<file path="src/rtl/dispatch_pkg.sv">
// Shared types and constants for the dispatch controller: packet layout,
// credit pool sizes, load/store opcode range and FSM states.
package dispatch_pkg;

    localparam int ROB_SIZE = 16;
    localparam int RS_SIZE  = 16;
    localparam int LSQ_SIZE = 16;
    localparam int CNT_W    = 5;

    // Load/store opcodes occupy the contiguous range OP_LB..OP_SW.
    localparam logic [5:0] OP_LB = 6'd10;
    localparam logic [5:0] OP_SW = 6'd17;

    // 85-bit packet, MSB first: inst_type occupies bits 84:79, pc bits 31:0.
    typedef struct packed {
        logic [5:0]  inst_type;
        logic [4:0]  rs1;
        logic [4:0]  rs2;
        logic [4:0]  rd;
        logic [31:0] imm;
        logic [31:0] pc;
    } dec_pkt_t;

    typedef enum logic [1:0] {
        ST_RUN     = 2'd0,
        ST_STALL   = 2'd1,
        ST_RECOVER = 2'd2
    } disp_state_e;

    function automatic logic is_ls(input logic [5:0] inst_type);
        return (inst_type >= OP_LB) && (inst_type <= OP_SW);
    endfunction

endpackage

</file>
<file path="src/rtl/dispatch_ctrl_if.sv">
// Decoder-to-dispatch handshake bundle plus the dispatch strobe outputs.
interface dispatch_ctrl_if;
    import dispatch_pkg::*;

    // A packet transfers on a rising edge where dec_valid_in and dec_ready_out are
    // both high; disp_en_out is a one-cycle strobe with no back-pressure.
    logic     dec_valid_in;
    dec_pkt_t dec_pkt_in;
    logic     dec_ready_out;
    logic     disp_en_out;
    dec_pkt_t disp_pkt_out;
    logic     disp_is_ls_out;

    modport master (
        output dec_valid_in, dec_pkt_in,
        input  dec_ready_out, disp_en_out, disp_pkt_out, disp_is_ls_out
    );

    modport slave (
        input  dec_valid_in, dec_pkt_in,
        output dec_ready_out, disp_en_out, disp_pkt_out, disp_is_ls_out
    );

endinterface

</file>
<file path="src/rtl/dispatch_ctrl_credit_counter.sv">
// Credit counter for one downstream structure: starts full, one credit taken
// per dispatch, one returned per free pulse, refilled on flush.
module credit_counter
    import dispatch_pkg::*;
#(
    parameter int MAX = 16
) (
    input  logic             clk,
    input  logic             rst_n,
    input  logic             en,
    input  logic             take,
    input  logic             free,
    input  logic             flush,
    output logic [CNT_W-1:0] cnt,
    output logic             nonzero
);

    localparam logic [CNT_W-1:0] FULL = CNT_W'(MAX);

    logic free_eff;

    // A free arriving while already full would overflow the pool, so it is dropped.
    assign free_eff = free && (cnt != FULL);
    assign nonzero  = (cnt != '0);

    always_ff @(posedge clk or negedge rst_n) begin
        if (!rst_n) begin
            cnt <= FULL;
        end else if (flush) begin
            cnt <= FULL;
        end else if (en) begin
            cnt <= cnt + CNT_W'(free_eff) - CNT_W'(take);
        end
    end

endmodule

</file>
<file path="src/rtl/dispatch_ctrl.sv">
// Dispatch controller: 2-entry packet FIFO gated by ROB/RS/LSQ credits,
// with a RUN/STALL/RECOVER FSM for credit stalls and misprediction flushes.
module dispatch_ctrl
    import dispatch_pkg::*;
(
    input  logic             clk_in,
    input  logic             rst_in,
    input  logic             rdy_in,
    input  logic             flush_in,
    input  logic             rob_free_in,
    input  logic             rs_free_in,
    input  logic             lsq_free_in,
    dispatch_ctrl_if.slave   bus,
    output logic [1:0]       state_out
);

    disp_state_e      state;
    dec_pkt_t         fifo_mem [2];
    logic             rd_ptr;
    logic             wr_ptr;
    logic [1:0]       count;

    logic             head_valid;
    logic             head_ls;
    logic             live;
    logic             credit_ok;
    logic             accept;
    logic             dispatch;
    logic             rs_take;
    logic             lsq_take;
    logic [CNT_W-1:0] rob_cnt;
    logic [CNT_W-1:0] rs_cnt;
    logic [CNT_W-1:0] lsq_cnt;
    logic             rob_nz;
    logic             rs_nz;
    logic             lsq_nz;

    assign head_valid = (count != 2'd0);
    assign head_ls    = head_valid && is_ls(fifo_mem[rd_ptr].inst_type);
    assign live       = rdy_in && !flush_in && (state != ST_RECOVER);
    assign credit_ok  = rob_nz && (head_ls ? lsq_nz : rs_nz);

    // Ready depends only on occupancy and control, never on credits, so the
    // decoder sees no combinational path from the free inputs.
    assign bus.dec_ready_out  = rst_in && live && (count != 2'd2);
    assign accept             = bus.dec_valid_in && bus.dec_ready_out;
    assign dispatch           = live && head_valid && credit_ok;
    assign rs_take            = dispatch && !head_ls;
    assign lsq_take           = dispatch && head_ls;

    assign bus.disp_en_out    = dispatch;
    assign bus.disp_pkt_out   = head_valid ? fifo_mem[rd_ptr] : '0;
    assign bus.disp_is_ls_out = head_ls;
    assign state_out          = state;

    always_ff @(posedge clk_in or negedge rst_in) begin
        if (!rst_in) begin
            count  <= 2'd0;
            rd_ptr <= 1'b0;
            wr_ptr <= 1'b0;
        end else if (flush_in) begin
            count  <= 2'd0;
            rd_ptr <= 1'b0;
            wr_ptr <= 1'b0;
        end else if (rdy_in) begin
            if (accept) wr_ptr <= ~wr_ptr;
            if (dispatch) rd_ptr <= ~rd_ptr;
            count <= count + 2'(accept) - 2'(dispatch);
        end
    end

    // Storage needs no reset: head contents are only visible while count is nonzero.
    always_ff @(posedge clk_in) begin
        if (accept) fifo_mem[wr_ptr] <= bus.dec_pkt_in;
    end

    always_ff @(posedge clk_in or negedge rst_in) begin
        if (!rst_in) begin
            state <= ST_RUN;
        end else if (flush_in) begin
            state <= ST_RECOVER;
        end else if (rdy_in) begin
            case (state)
                ST_RUN:     if (head_valid && !credit_ok) state <= ST_STALL;
                ST_STALL:   if (dispatch) state <= ST_RUN;
                ST_RECOVER: state <= ST_RUN;
                default:    state <= ST_RUN;
            endcase
        end
    end

    credit_counter #(.MAX(ROB_SIZE)) u_rob (
        .clk(clk_in), .rst_n(rst_in), .en(rdy_in), .take(dispatch),
        .free(rob_free_in), .flush(flush_in), .cnt(rob_cnt), .nonzero(rob_nz)
    );

    credit_counter #(.MAX(RS_SIZE)) u_rs (
        .clk(clk_in), .rst_n(rst_in), .en(rdy_in), .take(rs_take),
        .free(rs_free_in), .flush(flush_in), .cnt(rs_cnt), .nonzero(rs_nz)
    );

    credit_counter #(.MAX(LSQ_SIZE)) u_lsq (
        .clk(clk_in), .rst_n(rst_in), .en(rdy_in), .take(lsq_take),
        .free(lsq_free_in), .flush(flush_in), .cnt(lsq_cnt), .nonzero(lsq_nz)
    );

endmodule

</file>
<file path="src/flat_wrapper.sv">
// flat-port wrapper written by rule: the top's interface ports become plain ports
module dispatch_ctrl_flat import dispatch_pkg::*;
  (clk_in, rst_in, rdy_in, flush_in, rob_free_in, rs_free_in, lsq_free_in, state_out, bus_dec_valid_in, bus_dec_pkt_in, bus_dec_ready_out, bus_disp_en_out, bus_disp_pkt_out, bus_disp_is_ls_out);
  dispatch_ctrl_if bus_i ();
  input  logic clk_in;
  input  logic rst_in;
  input  logic rdy_in;
  input  logic flush_in;
  input  logic rob_free_in;
  input  logic rs_free_in;
  input  logic lsq_free_in;
  output logic [1:0] state_out;
  input wire logic [$bits(bus_i.dec_valid_in)-1:0] bus_dec_valid_in;
  input wire logic [$bits(bus_i.dec_pkt_in)-1:0] bus_dec_pkt_in;
  output wire logic [$bits(bus_i.dec_ready_out)-1:0] bus_dec_ready_out;
  output wire logic [$bits(bus_i.disp_en_out)-1:0] bus_disp_en_out;
  output wire logic [$bits(bus_i.disp_pkt_out)-1:0] bus_disp_pkt_out;
  output wire logic [$bits(bus_i.disp_is_ls_out)-1:0] bus_disp_is_ls_out;
  assign bus_i.dec_valid_in = bus_dec_valid_in;
  assign bus_i.dec_pkt_in = bus_dec_pkt_in;
  assign bus_dec_ready_out = bus_i.dec_ready_out;
  assign bus_disp_en_out = bus_i.disp_en_out;
  assign bus_disp_pkt_out = bus_i.disp_pkt_out;
  assign bus_disp_is_ls_out = bus_i.disp_is_ls_out;
  dispatch_ctrl u_core (.clk_in(clk_in), .rst_in(rst_in), .rdy_in(rdy_in), .flush_in(flush_in), .rob_free_in(rob_free_in), .rs_free_in(rs_free_in), .lsq_free_in(lsq_free_in), .bus(bus_i), .state_out(state_out));
endmodule
</file>
<file path="config.mk">
export PLATFORM = sky130hd
export DESIGN_NAME = dispatch_ctrl_flat
export DESIGN_NICKNAME = d
export VERILOG_FILES = /design/src/rtl/dispatch_pkg.sv /design/src/rtl/dispatch_ctrl_if.sv /design/src/rtl/dispatch_ctrl_credit_counter.sv /design/src/rtl/dispatch_ctrl.sv /design/src/flat_wrapper.sv
export SDC_FILE = /design/constraint.sdc
export NUM_CORES = 1
export LEC_CHECK = 0
export BUFFER_PORTS_ARGS = -buffer_cell sky130_fd_sc_hd__buf_2
export CAP_MARGIN = 20
export CORE_MARGIN = 4
export CORE_UTILIZATION = 54
export DETAILED_ROUTE_END_ITERATION = 8
export GPL_ROUTABILITY_DRIVEN = 0
export PLACE_DENSITY = 0.87
export SYNTH_ARGS = -nofsm -noshare
export SYNTH_HDL_FRONTEND = slang
export SYNTH_SLANG_ARGS = --single-unit
</file>
<file path="constraint.sdc">
create_clock -name clk_in -period 6.6 [get_ports clk_in]
set_input_delay 0.66 -clock clk_in [delete_from_list [all_inputs] [get_ports clk_in]]
set_output_delay 0.66 -clock clk_in [all_outputs]
set_load 0.05 [all_outputs]
</file>
==> results.tsv <==
stage	metric	value	unit
power	powerDensity	261	nW/um^2
worst_setup_path	cp_top_family	compound AO/OA/AOI/OAI gates	
worst_setup_path	arrival	4.16	ns
global_routing	grt_max_degree	86	
global_routing	grt_overflow	0	
clocking	cts_sinks	191	
layout	nets	846	
clocking	cts_root_buffer	clkbuf_16	
worst_setup_path	max_stage_delay	0.89	ns
routing	drtPass1Iterations	5	
clocking	postCtsHoldBufs	0	
global_routing	antenna_found_initial	0	
timing	drv_slew	0	
synth	synth_area	7990	sq um
synth	synth_area_leaders	edfxtp_1, mux2i_1, dfrtp_1	
clocking	cts_buffer_depth	2	
timing	setup_viol	0	
worst_setup_path	required	6.94	ns
timing	fmax	0.262	GHz
worst_setup_path	crit_path_top_delay_cell	dfrtp_4	
worst_setup_path	worstPathCellList	nor3_1, a21oi_2, mux2i_1, o21ai_0, a21bo_2, nor2_1, ha_1, inv_1, ha_1, fa_1, a21oi_1, nor2_1, nor2_1, xnor2_1, a21oi_1, o21bai_1	
synth	synth-main-ff-cell	edfxtp_1	
worst_setup_path	worstSetupPathType	flip-flop to flip-flop	
hold_path	hp-class	input port to asynchronous set/reset pin	
global_routing	grt_pass1_vias	5063	
synth	synth-edff-count	170	
timing	final.period_utilization	57.8	%
worst_setup_path	crit_top_cell	nor2_1	
clocking	cts_setup_buffers	0	
routing	wl_per_cell	17.7	um
routing	ant_nets	0	
layout	n_fill_cell	1008	
synth	ys_ff_latch	191	
placement	dp_hpwl	11200	um
layout	drive_gt1_share	31.0	%
synth	yosys_warnings	0	
placement	dp_cells	894	
routing	drt_first_iter_violations	343	
synth	yosysSeqAreaShare	70.5	%
synth	synth.avg_cell_area	14.6	sq um
global_routing	track_usage	20.0	%
synth	synthesis.nets	664	
floorplan	ios	183	
power	leakagePower	3.79	nW
timing	finalClockSkew	0.0192	ns
routing	num_vias	4959	
power	ir_worst_vdd	0.000247	V
clocking	cts_tree	yes	
floorplan	start_util	55.0	%
routing	drc	0	
timing	tightest_slew	0.928	ns
timing	setup_tns	0	ns
synth	synth_top_area_share	63.9	%
layout	areaGrowthSynthToFinish	21.8	%
clocking	cts_buffers	17	
synth	yosys.area.top_type	edfxtp_1	
placement	io_buffers	182	
synth	synthArstFlopShare	11.0	%
global_routing	grt_pass1_wl	25500	um
clocking	cts_resized	0	
worst_setup_path	cp-start-kind	flip-flop	
floorplan	die_x	130	um
worst_setup_path	timing.critical_path.buf_inv	1	
layout	fin_cells	928	
timing	fin_crit	3.82	ns
clocking	htreeDepth	4	
routing	vias_per_cell	5.34	
synth	synth_cell_type_count	41	
floorplan	fp.dieH	130	um
floorplan	fp-row-count	44	
job	maxCapViolCount	0	
worst_setup_path	worstSetupEndpointType	flip-flop	
layout	final_util	67.0	%
timing	rsz0062_at_grt	false	
clocking	insertion_delay	0.44	ns
synth	syn_inst	548	
clocking	path_clk_slew	0.07	ns
worst_setup_path	crit_fanout	45	
floorplan	core-area	14500	sq um
routing	wl	16500	um
status	status	finished clean	
timing	hold_viol	0	
floorplan	die_area	16800	sq um
timing	slew_headroom	38.1	%
==> cell usage after synthesis, types with 3 or more instances <==
master      n
edfxtp_1  170
nor2_1    116
mux2i_1    90
inv_1      25
ha_1       20
dfrtp_1    18
a21oi_1    14
clkbuf_1   11
xnor2_1    10
a211oi_1    7
nand2_1     7
buf_1       6
buf_2       6
a21o_1      4
and3_1      4
dfstp_2     3
fa_1        3
nand2b_1    3
nand3_1     3
o21bai_1    3
==> area by class of cell <==
type,instances,area [sq um],share of cell area [%]
Antenna cell,1,2.50,0.0257
Inverter,27,101,1.04
Sequential cell,191,5640,57.9
Tap cell,184,230,2.37
Timing Repair Buffer,187,988,10.2
Clock inverter,15,170,1.75
Multi-Input combinational cell,306,2180,22.4
Clock buffer,17,425,4.37
==> registers in the layout, summed over array words and instances, names as in the netlist <==
| register | cells |
|---|---|
| u_core.wr_ptr | 1 |
| u_core.rd_ptr | 1 |
| u_core.fifo_mem | 170 |
| u_core.u_rob.cnt | 5 |
| u_core.u_rs.cnt | 5 |
| u_core.u_lsq.cnt | 5 |
| u_core.count | 2 |
| u_core.state_out | 2 |
==> stage by stage <==
| step | hold WS, ns | setup WS (ns) | instance area [sq um] | power, W |
|---|---|---|---|---|
| finish | 0.203 | 2.78 | 9730 | 0.00254 |
| global route | 0.214 | 2.33 | 9730 | 0.00264 |
| CTS | 0.191 | 2.74 | 9700 | 0.00256 |
| detailed placement | 0.551 | 2.59 | 9110 | 0.00155 |
| global placement | 0.541 | 2.74 | 9080 | 0.00154 |
| floorplan | 0.364 | 1.21 | 8000 | 0.00148 |
==> layout by cell type, fill, tap and decap left out, types with 3 or more instances in the layout <==
cell,netlist,routed
and3_1,4,3
nor2_1,116,115
clkbuf_16,0,17
fa_1,3,3
inv_6,0,3
dfstp_2,3,3
inv_8,0,5
xnor2_1,10,10
buf_2,6,182
ha_1,20,20
edfxtp_1,170,170
a21oi_1,14,14
a21o_1,4,4
mux2i_1,90,90
nand2_1,7,7
dfrtp_1,18,17
nand3_1,3,3
inv_1,25,25
a211oi_1,7,7
nand2b_1,3,3
o21bai_1,3,3
buf_4,1,3
==> path summary, 6_finish.rpt <==
kind                                      from                endpoint  slack (ns)  depth (start not counted)
max in group asynchronous               rst_in           u_core.rd_ptr        6.02                          1
min in group clk_in         bus_dec_pkt_in[37]  u_core.fifo_mem[0][37]        0.41                          1
hold reg to reg            u_core.u_lsq.cnt[3]     u_core.u_lsq.cnt[3]        0.56                          2
setup / recovery                 u_core.rd_ptr     u_core.u_rob.cnt[4]        2.78                         16
hold / removal                          rst_in     u_core.u_lsq.cnt[0]        0.20                          1
setup reg to reg                 u_core.rd_ptr     u_core.u_rob.cnt[4]        2.78                         16
==> logic make-up after synthesis <==
family                   Yosys count  synth area share (%)
flip-flops                       191                  70.5
AO/OA/AOI/OAI                     39                  3.27
AND/OR/NAND/NOR                  142                  7.25
buffers and inverters             51                  2.54
multiplexers                      90                  11.3
adder cells (fa/ha/maj)           23                  3.88
XOR/XNOR                          12                  1.31
==> layer usage <==
metal / vias to the layer above / track usage, % / part of all wire [%]
li1: 2336 / - / -
met1: 2417 / 23.9 / 39
met2: 188 / 34.7 / 52
met3: 18 / 6.39 / 7.3
met4: 0 / 5.93 / 1.2
met5: - / 0 / 0
==> where the power goes <==
part	internal [W]	leakage (nW)	switching (W)
logic	0.0000741	1.70	0.000101
registers	0.00134	1.80	0.0000145
clock network	0.000541	0.289	0.000477
Power figures use the tool's default switching activity.
